<file path="config.mk">
export PLATFORM = sky130hd
export DESIGN_NAME = prog_loader_flat
export DESIGN_NICKNAME = d
export VERILOG_FILES = /design/src/rtl/prog_loader_if.sv /design/src/rtl/prog_loader.sv /design/src/flat_wrapper.sv
export SDC_FILE = /design/constraint.sdc
export NUM_CORES = 1
export LEC_CHECK = 0
export ABC_AREA = 1
export BUFFER_PORTS_ARGS = -buffer_cell sky130_fd_sc_hd__clkbuf_2
export CAP_MARGIN = 10
export CORE_UTILIZATION = 41
export CTS_CLUSTER_DIAMETER = 40
export DETAILED_ROUTE_END_ITERATION = 10
export GPL_TIMING_DRIVEN = 1
export PLACE_DENSITY = 0.69
export SETUP_SLACK_MARGIN = 0.05
export SYNTH_ARGS = -nofsm -noshare
export SYNTH_HDL_FRONTEND = slang
export SYNTH_SLANG_ARGS = --single-unit
</file>
<file path="constraint.sdc">
create_clock -name clk -period 2.9 [get_ports clk]
set_input_delay 0.29 -clock clk [delete_from_list [all_inputs] [get_ports clk]]
set_output_delay 0.29 -clock clk [all_outputs]
set_load 0.05 [all_outputs]
</file>
<file path="src/rtl/prog_loader_if.sv">
// Loader bus: byte stream in from the host link, word writes out to program memory.
// Handshake: a byte transfers on every rising edge where rx_valid && rx_ready; the source holds
// rx_data/rx_valid until then, and rx_ready never depends combinationally on rx_valid.
interface prog_loader_if #(
  parameter int AW = 10
);
  logic [7:0]    rx_data;
  logic          rx_valid;
  logic          rx_ready;
  logic          mem_we;
  logic [AW-1:0] mem_addr;
  logic [15:0]   mem_wd;

  modport master (
    output rx_data, rx_valid,
    input  rx_ready, mem_we, mem_addr, mem_wd
  );

  modport slave (
    input  rx_data, rx_valid,
    output rx_ready, mem_we, mem_addr, mem_wd
  );
endinterface

</file>
<file path="src/rtl/prog_loader.sv">
// Fills program memory from a framed byte stream (A5, length, words, XOR checksum) and
// holds the CPU in reset until a frame loads cleanly.
module prog_loader #(
  parameter int AW = 10
) (
  input  logic               clk,
  input  logic               reset,
  input  logic               start,
  prog_loader_if.slave       bus,
  output logic               cpu_hold,
  output logic               done,
  output logic               err,
  output logic [3:0]         dbg_state
);

  typedef enum logic [3:0] {
    IDLE   = 4'd0,
    SYNC   = 4'd1,
    LEN_H  = 4'd2,
    LEN_L  = 4'd3,
    DATA_H = 4'd4,
    DATA_L = 4'd5,
    CHK    = 4'd6,
    DONE   = 4'd7,
    ERR    = 4'd8
  } state_t;

  localparam logic [7:0]  SYNC_BYTE = 8'hA5;
  localparam logic [16:0] MAX_LEN   = 17'(1) << AW;

  state_t      state;
  logic [AW:0] len;
  logic [AW:0] cnt;
  logic [7:0]  hi;
  logic [7:0]  chk;

  logic        acc;
  logic [15:0] len_full;
  logic [AW:0] cnt_nxt;

  assign acc       = bus.rx_valid && bus.rx_ready;
  assign len_full  = {hi, bus.rx_data};
  assign cnt_nxt   = cnt + 1'b1;
  assign dbg_state = state;

  // Pure decode of the state register, so ready cannot loop back through rx_valid.
  assign bus.rx_ready = (state == SYNC)   || (state == LEN_H)  || (state == LEN_L) ||
                        (state == DATA_H) || (state == DATA_L) || (state == CHK);

  always_ff @(posedge clk or negedge reset) begin
    if (!reset) begin
      state        <= IDLE;
      len          <= '0;
      cnt          <= '0;
      hi           <= '0;
      chk          <= '0;
      bus.mem_we   <= 1'b0;
      bus.mem_addr <= '0;
      bus.mem_wd   <= '0;
      cpu_hold     <= 1'b1;
      done         <= 1'b0;
      err          <= 1'b0;
    end else begin
      bus.mem_we <= 1'b0;
      case (state)
        IDLE: begin
          if (start) begin
            state <= SYNC;
            cnt   <= '0;
            chk   <= '0;
            done  <= 1'b0;
            err   <= 1'b0;
          end
        end
        SYNC: begin
          if (acc && bus.rx_data == SYNC_BYTE) state <= LEN_H;
        end
        LEN_H: begin
          if (acc) begin
            hi    <= bus.rx_data;
            state <= LEN_L;
          end
        end
        LEN_L: begin
          // Full 16-bit compare so set bits above AW can never alias to a legal length.
          if (acc) begin
            len <= len_full[AW:0];
            if (len_full == 16'd0 || {1'b0, len_full} > MAX_LEN) begin
              state <= ERR;
              err   <= 1'b1;
            end else begin
              state <= DATA_H;
            end
          end
        end
        DATA_H: begin
          if (acc) begin
            hi    <= bus.rx_data;
            chk   <= chk ^ bus.rx_data;
            state <= DATA_L;
          end
        end
        DATA_L: begin
          if (acc) begin
            bus.mem_we   <= 1'b1;
            bus.mem_addr <= cnt[AW-1:0];
            bus.mem_wd   <= {hi, bus.rx_data};
            chk          <= chk ^ bus.rx_data;
            cnt          <= cnt_nxt;
            state        <= (cnt_nxt == len) ? CHK : DATA_H;
          end
        end
        CHK: begin
          if (acc) begin
            if (bus.rx_data == chk) begin
              state    <= DONE;
              done     <= 1'b1;
              cpu_hold <= 1'b0;
            end else begin
              state <= ERR;
              err   <= 1'b1;
            end
          end
        end
        DONE, ERR: begin
          if (start) begin
            state    <= SYNC;
            cnt      <= '0;
            chk      <= '0;
            done     <= 1'b0;
            err      <= 1'b0;
            cpu_hold <= 1'b1;
          end
        end
        default: state <= IDLE;
      endcase
    end
  end

endmodule

</file>
<file path="src/flat_wrapper.sv">
// flat-port wrapper written by rule: the top's interface ports become plain ports
module prog_loader_flat 
#(
  parameter int AW = 10
)
  (clk, reset, start, cpu_hold, done, err, dbg_state, bus_rx_data, bus_rx_valid, bus_rx_ready, bus_mem_we, bus_mem_addr, bus_mem_wd);
  prog_loader_if #(.AW(AW)) bus_i ();
  input  logic clk;
  input  logic reset;
  input  logic start;
  output logic cpu_hold;
  output logic done;
  output logic err;
  output logic [3:0] dbg_state;
  input wire logic [$bits(bus_i.rx_data)-1:0] bus_rx_data;
  input wire logic [$bits(bus_i.rx_valid)-1:0] bus_rx_valid;
  output wire logic [$bits(bus_i.rx_ready)-1:0] bus_rx_ready;
  output wire logic [$bits(bus_i.mem_we)-1:0] bus_mem_we;
  output wire logic [$bits(bus_i.mem_addr)-1:0] bus_mem_addr;
  output wire logic [$bits(bus_i.mem_wd)-1:0] bus_mem_wd;
  assign bus_i.rx_data = bus_rx_data;
  assign bus_i.rx_valid = bus_rx_valid;
  assign bus_rx_ready = bus_i.rx_ready;
  assign bus_mem_we = bus_i.mem_we;
  assign bus_mem_addr = bus_i.mem_addr;
  assign bus_mem_wd = bus_i.mem_wd;
  prog_loader #(.AW(AW)) u_core (.clk(clk), .reset(reset), .start(start), .bus(bus_i), .cpu_hold(cpu_hold), .done(done), .err(err), .dbg_state(dbg_state));
endmodule
</file>
==> flow_metrics.env, run 1 <==
export IMPL_initial_utilization_pct=43.2
export IMPL_min_period_ps=2000
export IMPL_whs_ps=152
export IMPL_crit_type="reg2out"
export IMPL_muxShareOfSynthArea_pct=0.277
export IMPL_fin_nets=506
export IMPL_post_dp_cell_area_um2=3930
export IMPL_antenna_found_initial=0
export IMPL_powerDensity_nw_per_um2=1180
export IMPL_slew_limit_headroom_pct=40.2
export IMPL_insertion_delay_ps=340
export IMPL_cp_required_ps=2610
export IMPL_grt_first_pass_wirelength_um=13400
export IMPL_crit_fanout=5
export IMPL_drive_gt1_share_pct=21.3
export IMPL_grt_max_degree=73
export IMPL_max_freq_mhz=499
export IMPL_place_hpwl_um=5870
export IMPL_gp_congestion=0.868
export IMPL_synth_top_area_share_pct=49.1
export IMPL_synth_cells=444
export IMPL_postRouteAntennaNets=0
export IMPL_drt_wl_total_um=8020
export IMPL_die_area_um2=9210
export IMPL_std_cell_rows=33
export IMPL_synth_top_family_by_area="simple AND/OR/NAND/NOR gates"
export IMPL_grt_ovfl_total=0
export IMPL_synth_compound_area_share_pct=11.6
export IMPL_p_total_mw=4.87
export IMPL_period_share_pct=69.0
export IMPL_rsz0062_at_grt="false"
export IMPL_worstMarginPinSlew_ps=896
export IMPL_ys_warn_count=0
export IMPL_netlist_area_um2=3620
export IMPL_p_leak_nw=2.13
export IMPL_synth_simple_area_share_pct=28.3
export IMPL_post_cts_buffers=0
export IMPL_cts_root_buf="clkbuf_8"
export IMPL_numClockSinks=72
export IMPL_final_cells=602
export IMPL_fp_dieW_um=96.0
export IMPL_synth_xor_area_share_pct=1.94
export IMPL_coreArea_um2=8380
export IMPL_synth_area_leaders="dfrtp_1, nand2_1, inv_1, o21ai_1, nand3_1"
export IMPL_max_stage_delay_ps=430
export IMPL_outcome="complete, no violations"
export IMPL_grt_pass1_vias=2787
export IMPL_drt_iter0_markers=200
export IMPL_clkSlewWorstSetupHoldPaths_ps=70
export IMPL_cts_resized_gates=0
export IMPL_hp_class="in2async"
export IMPL_setup_tns_ps=0
export IMPL_slowest_stage="dfrtp_1"
export IMPL_cts_buffer_depth=2
export IMPL_synth_area_leader_cell="dfrtp_1"
export IMPL_maxCapViolations=0
export IMPL_htreeDepth=3
export IMPL_cts_tree="built"
export IMPL_grtUsageTotal_pct=19.5
export IMPL_avgSynthCellArea_um2=8.15
export IMPL_crit_path_start_kind="register"
export IMPL_ys_types=34
export IMPL_cp_end_kind="primary output"
export IMPL_routed_via_density=5.07
export IMPL_wl_per_cell_um=13.3
export IMPL_ir_worst_vdd_v=0.000533
export IMPL_ys_seq_area_share_pct=49.8
export IMPL_io_buffers=46
export IMPL_fin_area_um2=4130
export IMPL_vias=3050
export IMPL_area_delta_synth_final_pct=14.0
export IMPL_hold_viol=0
export IMPL_fillCellCount=827
export IMPL_die_h_um=96.0
export IMPL_slew_violations=0
export IMPL_cts_made_buffers=9
export IMPL_boundaryPins=47
export IMPL_dp_cells=587
export IMPL_setup_violations=0
export IMPL_yosys_area_share_adder_pct=0.346
export IMPL_first_pass_iters=4
export IMPL_cp_data_arrival_time_ps=1710
export IMPL_skew_ps=5.96
export IMPL_drc=0
export IMPL_hold_buffers=0
export IMPL_ys_ff_latch=72
export IMPL_diodes=0
export IMPL_syn_nets=457
export IMPL_crit_chain="inv_2 > nand2_2 > inv_1 > nand3_1 > nand3_2 > clkbuf_2"
==> cells in the final DEF, fill, tap and decap left out, types with 2 or more instances in the layout <==
master / n
nand4_1: 11
clkinv_2: 2
a21oi_1: 2
nor2_1: 14
xnor2_1: 4
nor3_1: 4
clkbuf_8: 9
nor2_2: 6
clkbuf_2: 45
o22ai_1: 8
inv_2: 10
bufinv_16: 2
dfrtp_1: 71
nand2_2: 5
clkbuf_1: 2
o21ai_0: 19
buf_4: 3
xor2_1: 4
or2_2: 4
o21ai_2: 10
inv_1: 43
nor2_4: 3
nand3_2: 2
nand2_1: 148
nand3_1: 21
nand3b_1: 7
o21ai_1: 26
nor4_1: 2
==> cell families after synthesis <==
logic type / Yosys count
AND/OR/NAND/NOR: 228
flip-flops: 72
AO/OA/AOI/OAI: 70
buffers and inverters: 64
XOR/XNOR: 8
multiplexers: 1
adder cells (fa/ha/maj): 1
==> worst paths after layout <==
| kind | slack (ps) | end | startpoint | cells after the start |
|---|---|---|---|---|
| hold / removal | 150 | u_core.bus.mem_addr[7] | reset | 2 |
| max in group asynchronous | 2160 | u_core.bus.mem_wd[14] | reset | 2 |
| min in group clk | 210 | u_core.cpu_hold | start | 3 |
| hold reg to reg | 470 | u_core.cpu_hold | u_core.cpu_hold | 2 |
| setup / recovery | 900 | bus_rx_ready | u_core.dbg_state[3] | 6 |
| setup reg to reg | 980 | u_core.bus.mem_addr[9] | u_core.dbg_state[1] | 9 |
==> critical path, delay by kind of cell, from the launching register on <==
family                 cells  cell delay (ps)
buffers and inverters      3              480
AND/OR/NAND/NOR            3              460
flip-flops                 1              430
==> metal layers <==
| metal | global-route usage, % | wire (um) | up-vias |
|---|---|---|---|
| met3 | 6.48 | 452 | 10 |
| met1 | 25.2 | 3570 | 1429 |
| met2 | 30.6 | 3900 | 84 |
| li1 | - | - | 1527 |
| met5 | 0 | 0 | - |
| met4 | 6.59 | 95 | 0 |
==> synthesized netlist by cell type (all sizes together) <==
| library cell | n |
|---|---|
| a21o | 1 |
| a21oi | 4 |
| buf | 10 |
| clkbuf | 1 |
| dfrtp | 71 |
| dfstp | 1 |
| ha | 1 |
| inv | 53 |
| mux2i | 1 |
| nand2 | 154 |
| nand3 | 23 |
| nand3b | 7 |
| nand4 | 11 |
| nor2 | 23 |
| nor3 | 4 |
| nor4 | 2 |
| o211ai | 1 |
| o21ai | 55 |
| o22ai | 8 |
| o31ai | 1 |
| or2 | 4 |
| xnor2 | 4 |
| xor2 | 4 |
==> report_power, final <==
part | internal (mW) | switching (mW)
sequential | 1.37 | 0.274
clock | 0.478 | 0.354
combinational | 0.654 | 1.74
total | 2.50 | 2.37
==> sequential cells by signal, indices dropped and copies added, names as in the netlist <==
signal	flops
u_core.bus.mem_wd	16
u_core.cnt	11
u_core.len	11
u_core.bus.mem_addr	10
u_core.chk	8
u_core.hi	8
u_core.dbg_state	4
u_core.bus.mem_we	1
u_core.cpu_hold	1
u_core.done	1
u_core.err	1
==> layout make-up <==
type                    instances  area, um^2  share of cell area [%]
clock inverters                 4        70.1                    1.70
repair buffers                 49         253                    6.12
inverters                      53         199                    4.82
well taps                     105         131                    3.18
multi-input cells             308        1540                    37.3
flip-flops and latches         72        1800                    43.7
clock buffers                  11         131                    3.18
==> stage by stage <==
step	util (%)	setup slack (ps)
after floorplan	-	822
after global placement	46.8	1050
after detailed placement	46.8	1010
after CTS	49.2	880
after global routing	49.2	770
final	49.2	898
Note: power is estimated with default switching activity, not from simulation.
==> inputs of run 2 (changes only) <==
ABC_AREA = 0   (was 1)
clock period = 2 ns   (was 2.9 ns; I/O delays follow)
==> flow_metrics.env, run 2 <==
export IMPL_outcome="complete, no violations"
export IMPL_crit_path_start_kind="register"
export IMPL_synth_area_leader_cell="dfrtp_1"
export IMPL_fin_nets=467
export IMPL_coreArea_um2=8340
export IMPL_syn_nets=404
export IMPL_std_cell_rows=33
export IMPL_fp_dieW_um=95.6
export IMPL_gp_congestion=0.845
export IMPL_setup_tns_ps=0
export IMPL_seqCellArea_um2=1810
export IMPL_worstMarginPinSlew_ps=455
export IMPL_ys_warn_count=0
export IMPL_hold_viol=0
export IMPL_crit_family="simple AND/OR/NAND/NOR gates"
export IMPL_grt_max_degree=37
export IMPL_cp_data_arrival_time_ps=2190
export IMPL_drive_gt1_share_pct=27.5
export IMPL_ir_worst_vdd_v=0.000839
export IMPL_rsz0062_at_grt="true"
export IMPL_numClockSinks=72
export IMPL_whs_ps=180
export IMPL_io_buffers=46
export IMPL_synth_cells=391
export IMPL_slew_limit_headroom_pct=69.4
export IMPL_cts_buffer_depth=2
export IMPL_wl_met3_um=514
export IMPL_post_route_util_pct=51.9
export IMPL_cts_root_buf="clkbuf_8"
export IMPL_critPathBufInv=0
export IMPL_place_hpwl_um=6260
export IMPL_powerDensity_nw_per_um2=1400
export IMPL_vias=3137
export IMPL_crit_fanout=2
export IMPL_synthArstFlopShare_pct=100
export IMPL_drt_wl_total_um=8990
export IMPL_synth_edff_count=0
export IMPL_multi_input_area_um2=1720
export IMPL_avgSynthCellArea_um2=9.18
export IMPL_fillCellCount=783
export IMPL_routed_via_density=5.56
export IMPL_ys_seq_area_share_pct=50.2
export IMPL_yosysMostFrequentCell="nand2_1"
export IMPL_antenna_found_initial=0
export IMPL_top_regs="u_core.bus.mem_wd: 16 flops, u_core.cnt: 11 flops, u_core.len: 11 flops"
export IMPL_max_freq_mhz=524
export IMPL_p_total_mw=6.06
export IMPL_slowest_stage="or4_4"
export IMPL_ys_ff_latch=72
export IMPL_period_share_pct=95.4
export IMPL_min_period_ps=1910
export IMPL_wl_met1_um=4050
export IMPL_grt_ovfl_total=0
export IMPL_fin_ws_ps=91.7
export IMPL_synth_area_leaders="dfrtp_1, nand2_1, mux2_2, o21ai_0, nand2b_1"
export IMPL_cts_tree="built"
export IMPL_boundaryPins=47
export IMPL_first_pass_iters=5
export IMPL_area_delta_synth_final_pct=20.6
export IMPL_insertion_delay_ps=350
export IMPL_dr_wl_met2_um=4220
export IMPL_cp_required_ps=2280
export IMPL_drt_iter0_markers=278
export IMPL_cp_end_kind="register"
export IMPL_largest_reg_flops=16
export IMPL_die_h_um=95.6
export IMPL_dp_worst_setup_slack_ps=-67.0
export IMPL_synth_common_cells="nand2_1, dfrtp_1, o21ai_0"
export IMPL_setup_violations=0
export IMPL_highest_layer="met4"
export IMPL_diodes=0
export IMPL_postRouteAntennaNets=0
export IMPL_clkSlewWorstSetupHoldPaths_ps=80
export IMPL_crit_type="reg2reg"
export IMPL_drc=0
export IMPL_slew_violations=0
export IMPL_die_area_um2=9130
export IMPL_final_common_cell="nand2_1"
export IMPL_regMostFlops="u_core.bus.mem_wd"
export IMPL_synth_top_area_share_pct=49.5
export IMPL_max_stage_delay_ps=480
export IMPL_synth_ff_type="dfrtp_1"
export IMPL_p_leak_nw=2.08
export IMPL_wl_per_cell_um=15.9
export IMPL_grt_pass1_vias=3015
export IMPL_mostFrequentLayoutCells="nand2_1, dfrtp_1, clkbuf_2"
export IMPL_grtUsageTotal_pct=21.0
export IMPL_initial_utilization_pct=43.0
export IMPL_netlist_area_um2=3590
export IMPL_skew_ps=6.84
export IMPL_ys_types=50
export IMPL_hp_class="in2reg"
export IMPL_cts_made_buffers=9
export IMPL_crit_chain="or4_4 > or4_1 > nand4_1 > nand2_1 > a211oi_2 > a21o_1"
export IMPL_maxCapViolations=0
export IMPL_htreeDepth=3
export IMPL_grt_first_pass_wirelength_um=14400
run 2: what timing repair did:
item                                   in CTS  in global routing
gates cloned                                0                  1
setup endpoints to repair                   6                  6
resized for setup                           2                  6
buffers inserted                            0                  1
hold buffers                                1                  0
pin swaps                                   1                  3
endpoints found under the hold margin      14                  0
run 2: cells by family (layout without fill, tap and decap cells):
kind of cell | Yosys count | after routing | synth area share, %
flip-flops | 72 | 72 | 50.2
adder cells (fa/ha/maj) | 1 | 1 | 0.348
AND/OR/NAND/NOR | 180 | 180 | 23.9
XOR/XNOR | 15 | 15 | 3.66
multiplexers | 21 | 21 | 6.59
buffers and inverters | 28 | 96 | 2.96
AO/OA/AOI/OAI | 74 | 74 | 12.3
run 2: worst paths after layout:
kind | start | endpoint | slack (ps) | cells past startpoint
worst min register to register | u_core.bus.mem_addr[0] | u_core.bus.mem_addr[0] | 480 | 2
max in group asynchronous | reset | u_core.cpu_hold | 1060 | 3
min in group asynchronous | reset | u_core.len[8] | 320 | 2
worst max-delay path | u_core.hi[1] | u_core.dbg_state[3] | 90 | 6
worst min-delay path | start | u_core.cpu_hold | 180 | 3
worst max register to register | u_core.hi[1] | u_core.dbg_state[3] | 90 | 6
run 2: layout make-up:
class / count / area share [%]
Clock inverter: 6 / 0.838
Clock buffer: 10 / 2.95
Timing Repair Buffer: 72 / 10.9
Sequential cell: 72 / 41.8
Multi-Input combinational cell: 291 / 39.8
Tap cell: 105 / 3.03
Inverter: 8 / 0.694
run 2: per-stage QoR:
stage	instance area, um^2	cells
after global routing	4330	564
after global placement	4090	545
after detailed placement	4090	545
after CTS	4270	562
final	4330	564
after floorplan	3600	391
run 2: layer usage:
layer  up-vias  track usage (%)
met5         -                0
met4         0             11.7
met3        18             2.55
met2       114             32.4
met1      1529             28.5
li1       1476                -
run 2: report_power, final:
part	switching (mW)	internal [mW]	leakage [nW]
sequential	0.465	1.95	0.928
combinational	1.69	0.974	1.07
clock	0.542	0.443	0.0858
run 2: worst min-delay path: cells and delay by family:
kind                   cells  cell delay [ps]
buffers and inverters      2              220
AOI/OAI and AO/OA          1               90
